<file path="src/rtl/sseg4_scheduler.sv">
// sseg4_scheduler: digit scan generator and two-requester display arbiter.
// Ownership, data and format changes are applied only on frame boundaries
// so the seven-segment driver never shows a torn frame.
module sseg4_scheduler #(
   parameter int unsigned REFRESH_DIV = 100000,
   parameter int unsigned HOLD_FRAMES = 4
) (
   input  logic        clk,
   input  logic        rst_n,
   input  logic [1:0]  req,
   input  logic [11:0] val0,
   input  logic [11:0] val1,
   input  logic [1:0]  hex_dec_in,
   input  logic [1:0]  sign_in,
   output logic [1:0]  gnt,
   output logic [15:0] data,
   output logic        hex_dec,
   output logic        sign,
   output logic [1:0]  digit_sel,
   output logic        frame_done
);

   localparam int unsigned CNT_W  = (REFRESH_DIV > 1) ? $clog2(REFRESH_DIV) : 1;
   localparam int unsigned HOLD_W = (HOLD_FRAMES > 1) ? $clog2(HOLD_FRAMES) : 1;
   localparam logic [CNT_W-1:0]  CNT_MAX  = CNT_W'(REFRESH_DIV - 1);
   localparam logic [HOLD_W-1:0] HOLD_MAX = HOLD_W'(HOLD_FRAMES - 1);

   typedef enum logic [1:0] {
      IDLE = 2'd0,
      OWN0 = 2'd1,
      OWN1 = 2'd2
   } state_t;

   state_t             state_q, state_d;
   logic [CNT_W-1:0]   cnt_q, cnt_d;
   logic [1:0]         digit_sel_q, digit_sel_d;
   logic [HOLD_W-1:0]  hold_cnt_q, hold_cnt_d;
   logic               last_q, last_d;
   logic [1:0]         gnt_q, gnt_d;
   logic [15:0]        data_q, data_d;
   logic               hex_dec_q, hex_dec_d;
   logic               sign_q, sign_d;
   logic               frame_done_q, frame_done_d;

   logic tick;
   logic frame_end;
   logic owner;
   logic other;
   logic first;
   logic sel;

   assign tick      = (cnt_q == CNT_MAX);
   assign frame_end = tick && (digit_sel_q == 2'd3);

   // Prescaler and digit scan counter.
   always_comb begin
      cnt_d       = tick ? '0 : cnt_q + CNT_W'(1);
      digit_sel_d = tick ? digit_sel_q + 2'd1 : digit_sel_q;
   end

   // Owner arbitration and frame-boundary latching of the display payload.
   always_comb begin
      state_d      = state_q;
      hold_cnt_d   = hold_cnt_q;
      last_d       = last_q;
      gnt_d        = gnt_q;
      data_d       = data_q;
      hex_dec_d    = hex_dec_q;
      sign_d       = sign_q;
      frame_done_d = frame_end;
      owner        = (state_q == OWN1);
      other        = ~owner;
      first        = ~last_q;
      sel          = 1'b0;

      if (frame_end) begin
         if ((state_q != IDLE) && req[owner] &&
             ((hold_cnt_q < HOLD_MAX) || !req[other])) begin
            // Keep the current owner; hold count saturates.
            if (hold_cnt_q < HOLD_MAX) begin
               hold_cnt_d = hold_cnt_q + HOLD_W'(1);
            end
         end else if (|req) begin
            // Round-robin starting from the requester after the last owner.
            if (req[first]) begin
               state_d = first ? OWN1 : OWN0;
               last_d  = first;
            end else begin
               state_d = last_q ? OWN1 : OWN0;
               last_d  = last_q;
            end
            hold_cnt_d = '0;
         end else begin
            state_d    = IDLE;
            hold_cnt_d = '0;
         end

         sel = (state_d == OWN1);
         case (state_d)
            OWN0:    gnt_d = 2'b01;
            OWN1:    gnt_d = 2'b10;
            default: gnt_d = 2'b00;
         endcase
         if (state_d == IDLE) begin
            data_d    = 16'h0000;
            hex_dec_d = 1'b0;
            sign_d    = 1'b0;
         end else begin
            data_d    = {4'b0000, (sel ? val1 : val0)};
            hex_dec_d = hex_dec_in[sel];
            sign_d    = sign_in[sel];
         end
      end
   end

   // State and output registers.
   always_ff @(posedge clk or negedge rst_n) begin
      if (!rst_n) begin
         state_q      <= IDLE;
         cnt_q        <= '0;
         digit_sel_q  <= 2'd0;
         hold_cnt_q   <= '0;
         last_q       <= 1'b1;
         gnt_q        <= 2'b00;
         data_q       <= 16'h0000;
         hex_dec_q    <= 1'b0;
         sign_q       <= 1'b0;
         frame_done_q <= 1'b0;
      end else begin
         state_q      <= state_d;
         cnt_q        <= cnt_d;
         digit_sel_q  <= digit_sel_d;
         hold_cnt_q   <= hold_cnt_d;
         last_q       <= last_d;
         gnt_q        <= gnt_d;
         data_q       <= data_d;
         hex_dec_q    <= hex_dec_d;
         sign_q       <= sign_d;
         frame_done_q <= frame_done_d;
      end
   end

   assign gnt        = gnt_q;
   assign data       = data_q;
   assign hex_dec    = hex_dec_q;
   assign sign       = sign_q;
   assign digit_sel  = digit_sel_q;
   assign frame_done = frame_done_q;

endmodule

</file>
<file path="config.mk">
export PLATFORM = sky130hd
export DESIGN_NAME = sseg4_scheduler
export DESIGN_NICKNAME = d
export VERILOG_FILES = /design/src/rtl/sseg4_scheduler.sv
export SDC_FILE = /design/constraint.sdc
export NUM_CORES = 1
export LEC_CHECK = 0
export ABC_AREA = 1
export CORE_MARGIN = 2
export CORE_UTILIZATION = 44
export CTS_CLUSTER_SIZE = 12
export DETAILED_ROUTE_END_ITERATION = 8
export GPL_ROUTABILITY_DRIVEN = 0
export GPL_TIMING_DRIVEN = 0
export PLACE_DENSITY = 0.73
export RECOVER_POWER = 25
export REMOVE_ABC_BUFFERS = 1
export SLEW_MARGIN = 20
export SYNTH_ARGS = -nofsm -noshare
export SYNTH_HDL_FRONTEND = slang
export SYNTH_SLANG_ARGS = --single-unit
</file>
<file path="constraint.sdc">
create_clock -name clk -period 1.37 [get_ports clk]
set_clock_uncertainty 0.1 [all_clocks]
set_input_delay 0.274 -clock clk [delete_from_list [all_inputs] [get_ports clk]]
set_output_delay 0.274 -clock clk [all_outputs]
set_load 0.02 [all_outputs]
</file>
==> impl_metrics.tcl, run 1 <==
set metrics [dict create \
    timing.final.max_slew_violations 0 \
    report.final.setup_viol 38 \
    clock_latency_ns 0.30 \
    achievable-frequency_mhz 587 \
    placementRows 25 \
    fin_crit_sh_pct 124 \
    cts.sinks 41 \
    ir_worst_vdd_v 0.000558 \
    fin_ws_ns -0.334 \
    postRouteAntennaNets 0 \
    critical_path.max_stage_delay_ns 0.53 \
    width_of_the_die_um 74.6 \
    synthesis.area_um2 2200 \
    ys_ff_latch 41 \
    floorplan.initialDensity_pct 46.2 \
    power_density_over_the_cells_nw_per_um2 648 \
    yosys_warnings 0 \
    grt_setup_unrepaired "yes" \
    diodes 0 \
    io_pins 55 \
    cts_inserted_buffers 5 \
    grt_pass1_wl_um 9380 \
    post-route-drc-count 0 \
    whs_ns 0.378 \
    cts_tree "built" \
    timing.setup.critical_path_class "flop to flop" \
    run_status "finished, violations left" \
    firstDrtPassIters 4 \
    dp_hpwl_um 3400 \
    failed_checks "setup timing" \
    finalWirelength_um 6480 \
    die-area_um2 5570 \
    timing.critical_path.fanout_max 5 \
    die_y_um 74.6 \
    post_synth_num_cell_types 31 \
    postLayoutCellArea_um2 3480 \
    first_global_vias 2086 \
    area_delta_synth_final_pct 58.6 \
    drt-vias-per-instance 5.12 \
    grt_max_degree 25 \
    core_ar_um2 4750 \
    seq_area_frac_synth_pct 46.8 \
    placed_cell_area_um2 2750 \
    cts.reportedPaths.clkPinSlew_ns 0.08 \
    p_leak_nw 1.63 \
    endpoint_kind "flop" \
    data_required_time_of_the_critical_path_ns 1.52 \
    number_of_levels_in_the_clock_h_tree 2 \
    synth_cells 269 \
    clock_tree.root_cell "sky130_fd_sc_hd__clkbuf_8" \
    vias 2198 \
    layout.area.seq_um2 1030 \
    report.final.hold_viol_count 0 \
    tightestPinTransition_ns 0.541 \
    cp-start-kind "flop" \
    portBuffers 50 \
    antenna_found_initial 0 \
    wire_per_inst_um 15.1 \
    globalRouteOverflowTotal 0 \
    drive_above_1_share_pct 39.8 \
    cap_viol_max_count 0 \
    worstHoldPathType "input port to asynchronous set/reset pin" \
    finalWorstPathRequiredPeriod_ns 1.70 \
    cts_buffer_depth 2 \
    drt_first_iter_violations 168 \
    cells_along_the_critical_path "inv_1 -> a21oi_2 -> inv_1 -> nand2_4 -> nand2_4 -> nor2_4 -> buf_12 -> buf_16 -> nand2_2 -> nand3_2" \
    final.fill_count 329 \
    timing.max_slew.rel_slack_pct 63.9 \
    synthesis.area_per_instance_um2 8.16 \
    worst-endpoint-arrival_ns 1.85 \
    globalRouteTotalUtil_pct 22.2 \
    area_of_the_multi_input_gates_um2 1310 \
    total_power_mw 2.26 \
    num-nets-final 396 \
    critical_path.slowest_cell "sky130_fd_sc_hd__dfstp_2" \
]
==> worst max-delay path: cells and delay by family, from the launching register on <==
family / cells / cell delay (ns)
AND/OR/NAND/NOR: 5 / 0.43
buffers and inverters: 4 / 0.43
flip-flops: 1 / 0.53
AO/OA/AOI/OAI: 1 / 0.15
==> stage by stage <==
step	std cells	setup WS, ns	utilization (%)	setup TNS [ns]
floorplan	264	-0.251	-	-3.67
global placement	381	-1.13	57.4	-59.61
detailed placement	382	-0.674	57.9	-14.34
CTS	412	-0.256	68.7	-6.43
global route	429	-0.451	73.2	-12.71
finish	429	-0.334	73.2	-8.94
==> logic make-up (layout without fill, tap and decap cells) <==
| family | Yosys count | after routing | synth area share (%) |
|---|---|---|---|
| AOI/OAI and AO/OA | 17 | 17 | 4.10 |
| adders and majority gates | 3 | 3 | 1.71 |
| xor gates and xnor gates | 10 | 10 | 3.99 |
| and+or+nand+nor | 156 | 158 | 34.7 |
| buffers and inverters | 41 | 129 | 8.55 |
| DFF | 41 | 41 | 46.8 |
| other | 1 | 4 | 0.171 |
==> placed cells by master, fill, tap and decap left out, types with 9 or more instances in the layout <==
cell / netlist / final
sky130_fd_sc_hd__nand2_1: 69 / 46
sky130_fd_sc_hd__dfrtp_1: 40 / 39
sky130_fd_sc_hd__inv_1: 30 / 28
sky130_fd_sc_hd__clkdlybuf4s50_1: 0 / 28
sky130_fd_sc_hd__buf_4: 4 / 20
sky130_fd_sc_hd__nand2_2: 4 / 19
sky130_fd_sc_hd__nand3_1: 29 / 17
sky130_fd_sc_hd__clkbuf_2: 0 / 16
sky130_fd_sc_hd__nor2_1: 25 / 14
sky130_fd_sc_hd__nand3_2: 2 / 14
sky130_fd_sc_hd__nand4_1: 12 / 12
sky130_fd_sc_hd__buf_6: 2 / 10
sky130_fd_sc_hd__nor2_4: 3 / 9
sky130_fd_sc_hd__nand2_4: 2 / 9
==> cell type report <==
type,count,area share [%]
multi-input cells,192,37.7
flip-flops and latches,41,29.5
repair buffers,86,22.9
inverters,33,4.42
well taps,67,2.41
clock buffers,7,2.19
repair inverters,2,0.647
clock inverters,1,0.216
==> report_power, final <==
group	total [mW]	switching [mW]	internal, mW	leakage (nW)
clock network	0.810	0.449	0.361	0.0385
logic	0.238	0.113	0.125	1.14
registers	1.21	0	1.21	0.459
total	2.26	0.562	1.69	1.63
==> synthesized netlist by cell type (all sizes together) <==
cell,n,area (um^2)
nor4,1,6.26
nor2,29,134
clkinv,1,5.00
inv,32,120
xor2,8,70.1
a31oi,1,6.26
a21oi,7,38.8
dfrtp,40,1000
o21ai,9,45.0
nor3,4,25.0
nand3b,2,15.0
ha,3,37.5
nand4,12,75.1
xnor2,2,17.5
nand2,75,307
buf,8,62.6
conb,1,3.75
nand3,33,200
dfstp,1,26.3
==> layer usage <==
layer / wire, um / global-route usage (%) / share of wire (%) / vias to the layer above
li1: - / - / - / 1045
met4: 152 / 8.13 / 2.3 / 0
met5: 0 / 0 / 0 / -
met2: 3300 / 37.0 / 51 / 80
met1: 2660 / 28.3 / 41 / 1059
met3: 361 / 5.22 / 5.6 / 14
==> worst paths after layout <==
path	startpoint	to	cells after the start	slack (ns)
max reg2reg	last_q	data[10]	10	-0.33
min reg2reg	sign	sign	2	0.39
min	rst_n	cnt_q[5]	2	0.38
max in group asynchronous	rst_n	cnt_q[8]	3	0.29
min in group clk	sign	sign	2	0.39
max	last_q	data[10]	10	-0.33
==> sequential cells by signal, summed over array words and instances, names as in the netlist, 2 cells and up <==
name and count:
state_q 2, gnt 2, data 12, cnt_q 17
hold_cnt_q 2, digit_sel 2
==> timing repair <==
| item | in CTS | in global routing |
|---|---|---|
| pin swaps | 28 | 19 |
| setup buffers | 19 | 15 |
| resized for setup | 97 | 71 |
| cloned | 2 | 3 |
| hold endpoints to repair | 16 | 0 |
| hold buffers | 1 | 0 |
| setup endpoints to repair | 56 | 55 |
Power figures use the tool's default switching activity.
==> run 2, diff against run 1 <==
--- a/config.mk
+++ b/config.mk
@@ -8,6 +8,7 @@
 export ABC_AREA = 1
 export CORE_MARGIN = 2
 export CORE_UTILIZATION = 44
+export CTS_CLUSTER_DIAMETER = 120
 export CTS_CLUSTER_SIZE = 12
 export DETAILED_ROUTE_END_ITERATION = 8
 export GPL_ROUTABILITY_DRIVEN = 0
==> results of run 2 <==
Final layout, timing and power as in run 1 (identical DEF).
==> edit (flow settings as in run 2) <==
The parameter `REFRESH_DIV` goes from 100000 to 200000.
--- a/src/rtl/sseg4_scheduler.sv
+++ b/src/rtl/sseg4_scheduler.sv
@@ -3,5 +3,5 @@
 // so the seven-segment driver never shows a torn frame.
 module sseg4_scheduler #(
-   parameter int unsigned REFRESH_DIV = 100000,
+   parameter int unsigned REFRESH_DIV = 200000,
    parameter int unsigned HOLD_FRAMES = 4
 ) (
Behaviour: no difference found for any inputs over 10 cycles, from zero or initial values and one cycle with rst_n low; that may be too few to reach the edited logic, so the function may still have changed.
==> edit against run 2 <==
- the flow still finishes with violations (negative setup slack)
- design area up 6.3%
- die area rose by 5.3%
- power up 10%
- setup slack better by 0.0093 ns
- routed wire length is 6.6% higher
- count of clock-buffer cells in the layout grew 1
- via count up 6.4%
- clock power increased by 18%
- global-route usage increased by 2.2 points
- sequential cell count grew 1
- area after synthesis up 5.6%
- combinational power is 22% higher
==> edit: results (changes against run 2) <==
metric,value,unit,change
status,"finished, violations left",,
violations,negative setup slack,,
cp_max_fo,7,,+2
r2r-end,data[1],,
setup_viol,39,,+2.6%
num-multi-input-gates,215,,+12%
setup-tns-final,-9.86,ns,-0.914 ns
viasPerCell,5.04,,-1.6%
seq_area_share,28.4,%,-1.1 points
buffers_excl_clock,94,,+9.3%
final_nets,428,,+8.1%
buffer_area_share,23.6,%,+0.72 points
clock_tree_area_fraction,2.98,%,+0.57 points
worst_path_max_delay_cell,dfrtp_1,,
hp-class,reg -> reg,,
layout-drive-gt1-share,35.8,%,-4.0 points
synth_cell_types,39,,+26%
cts.repair.resized,115,,+19%
timing.slew.headroom,59.8,%,-4.1 points
track_usage,24.4,%,+2.2 points
clockBufferCount,8,,+1
largest_reg_flops,18,,+1
netlist_top_cells_count,"nand2_1 (97), dfrtp_1 (41), inv_1 (34)",,
crit_end,data[1],,
dp_slack,-1.27,ns,-0.598 ns
slowest_delay,0.41,ns,-0.12 ns
arrival,1.83,ns,-0.02 ns
multiInputGateArea,1440,um^2,+9.9%
timing.final.ws_setup,-0.325,ns,+0.00933 ns
==> edit: per-layer routing <==
metal | part of all wire, % | track usage (%) | vias to the layer above
met1 | 42 | 29.0 | 1110
met3 | 4.8 | 5.33 | 18
met5 | 0 | 0 | -
met2 | 51 | 43.4 | 76
li1 | - | - | 1135
met4 | 2.2 | 8.55 | 0
==> edit: cells by family (layout without fill, tap and decap cells) <==
| group | count (synthesis) | in the layout | share of synthesized area, % |
|---|---|---|---|
| AND/OR/NAND/NOR | 176 | 182 | 36.1 |
| buffers and inverters | 45 | 137 | 8.85 |
| flip-flops | 42 | 42 | 45.4 |
| AO/OA/AOI/OAI | 18 | 18 | 4.85 |
| XOR/XNOR | 8 | 8 | 3.02 |
| adder cells (fa/ha/maj) | 3 | 3 | 1.62 |
| other | 1 | 4 | 0.162 |
==> edit: power by group <==
group          internal, mW  switching [mW]
registers              1.24               0
clock network         0.510           0.448
logic                 0.144           0.146
total                  1.89           0.594
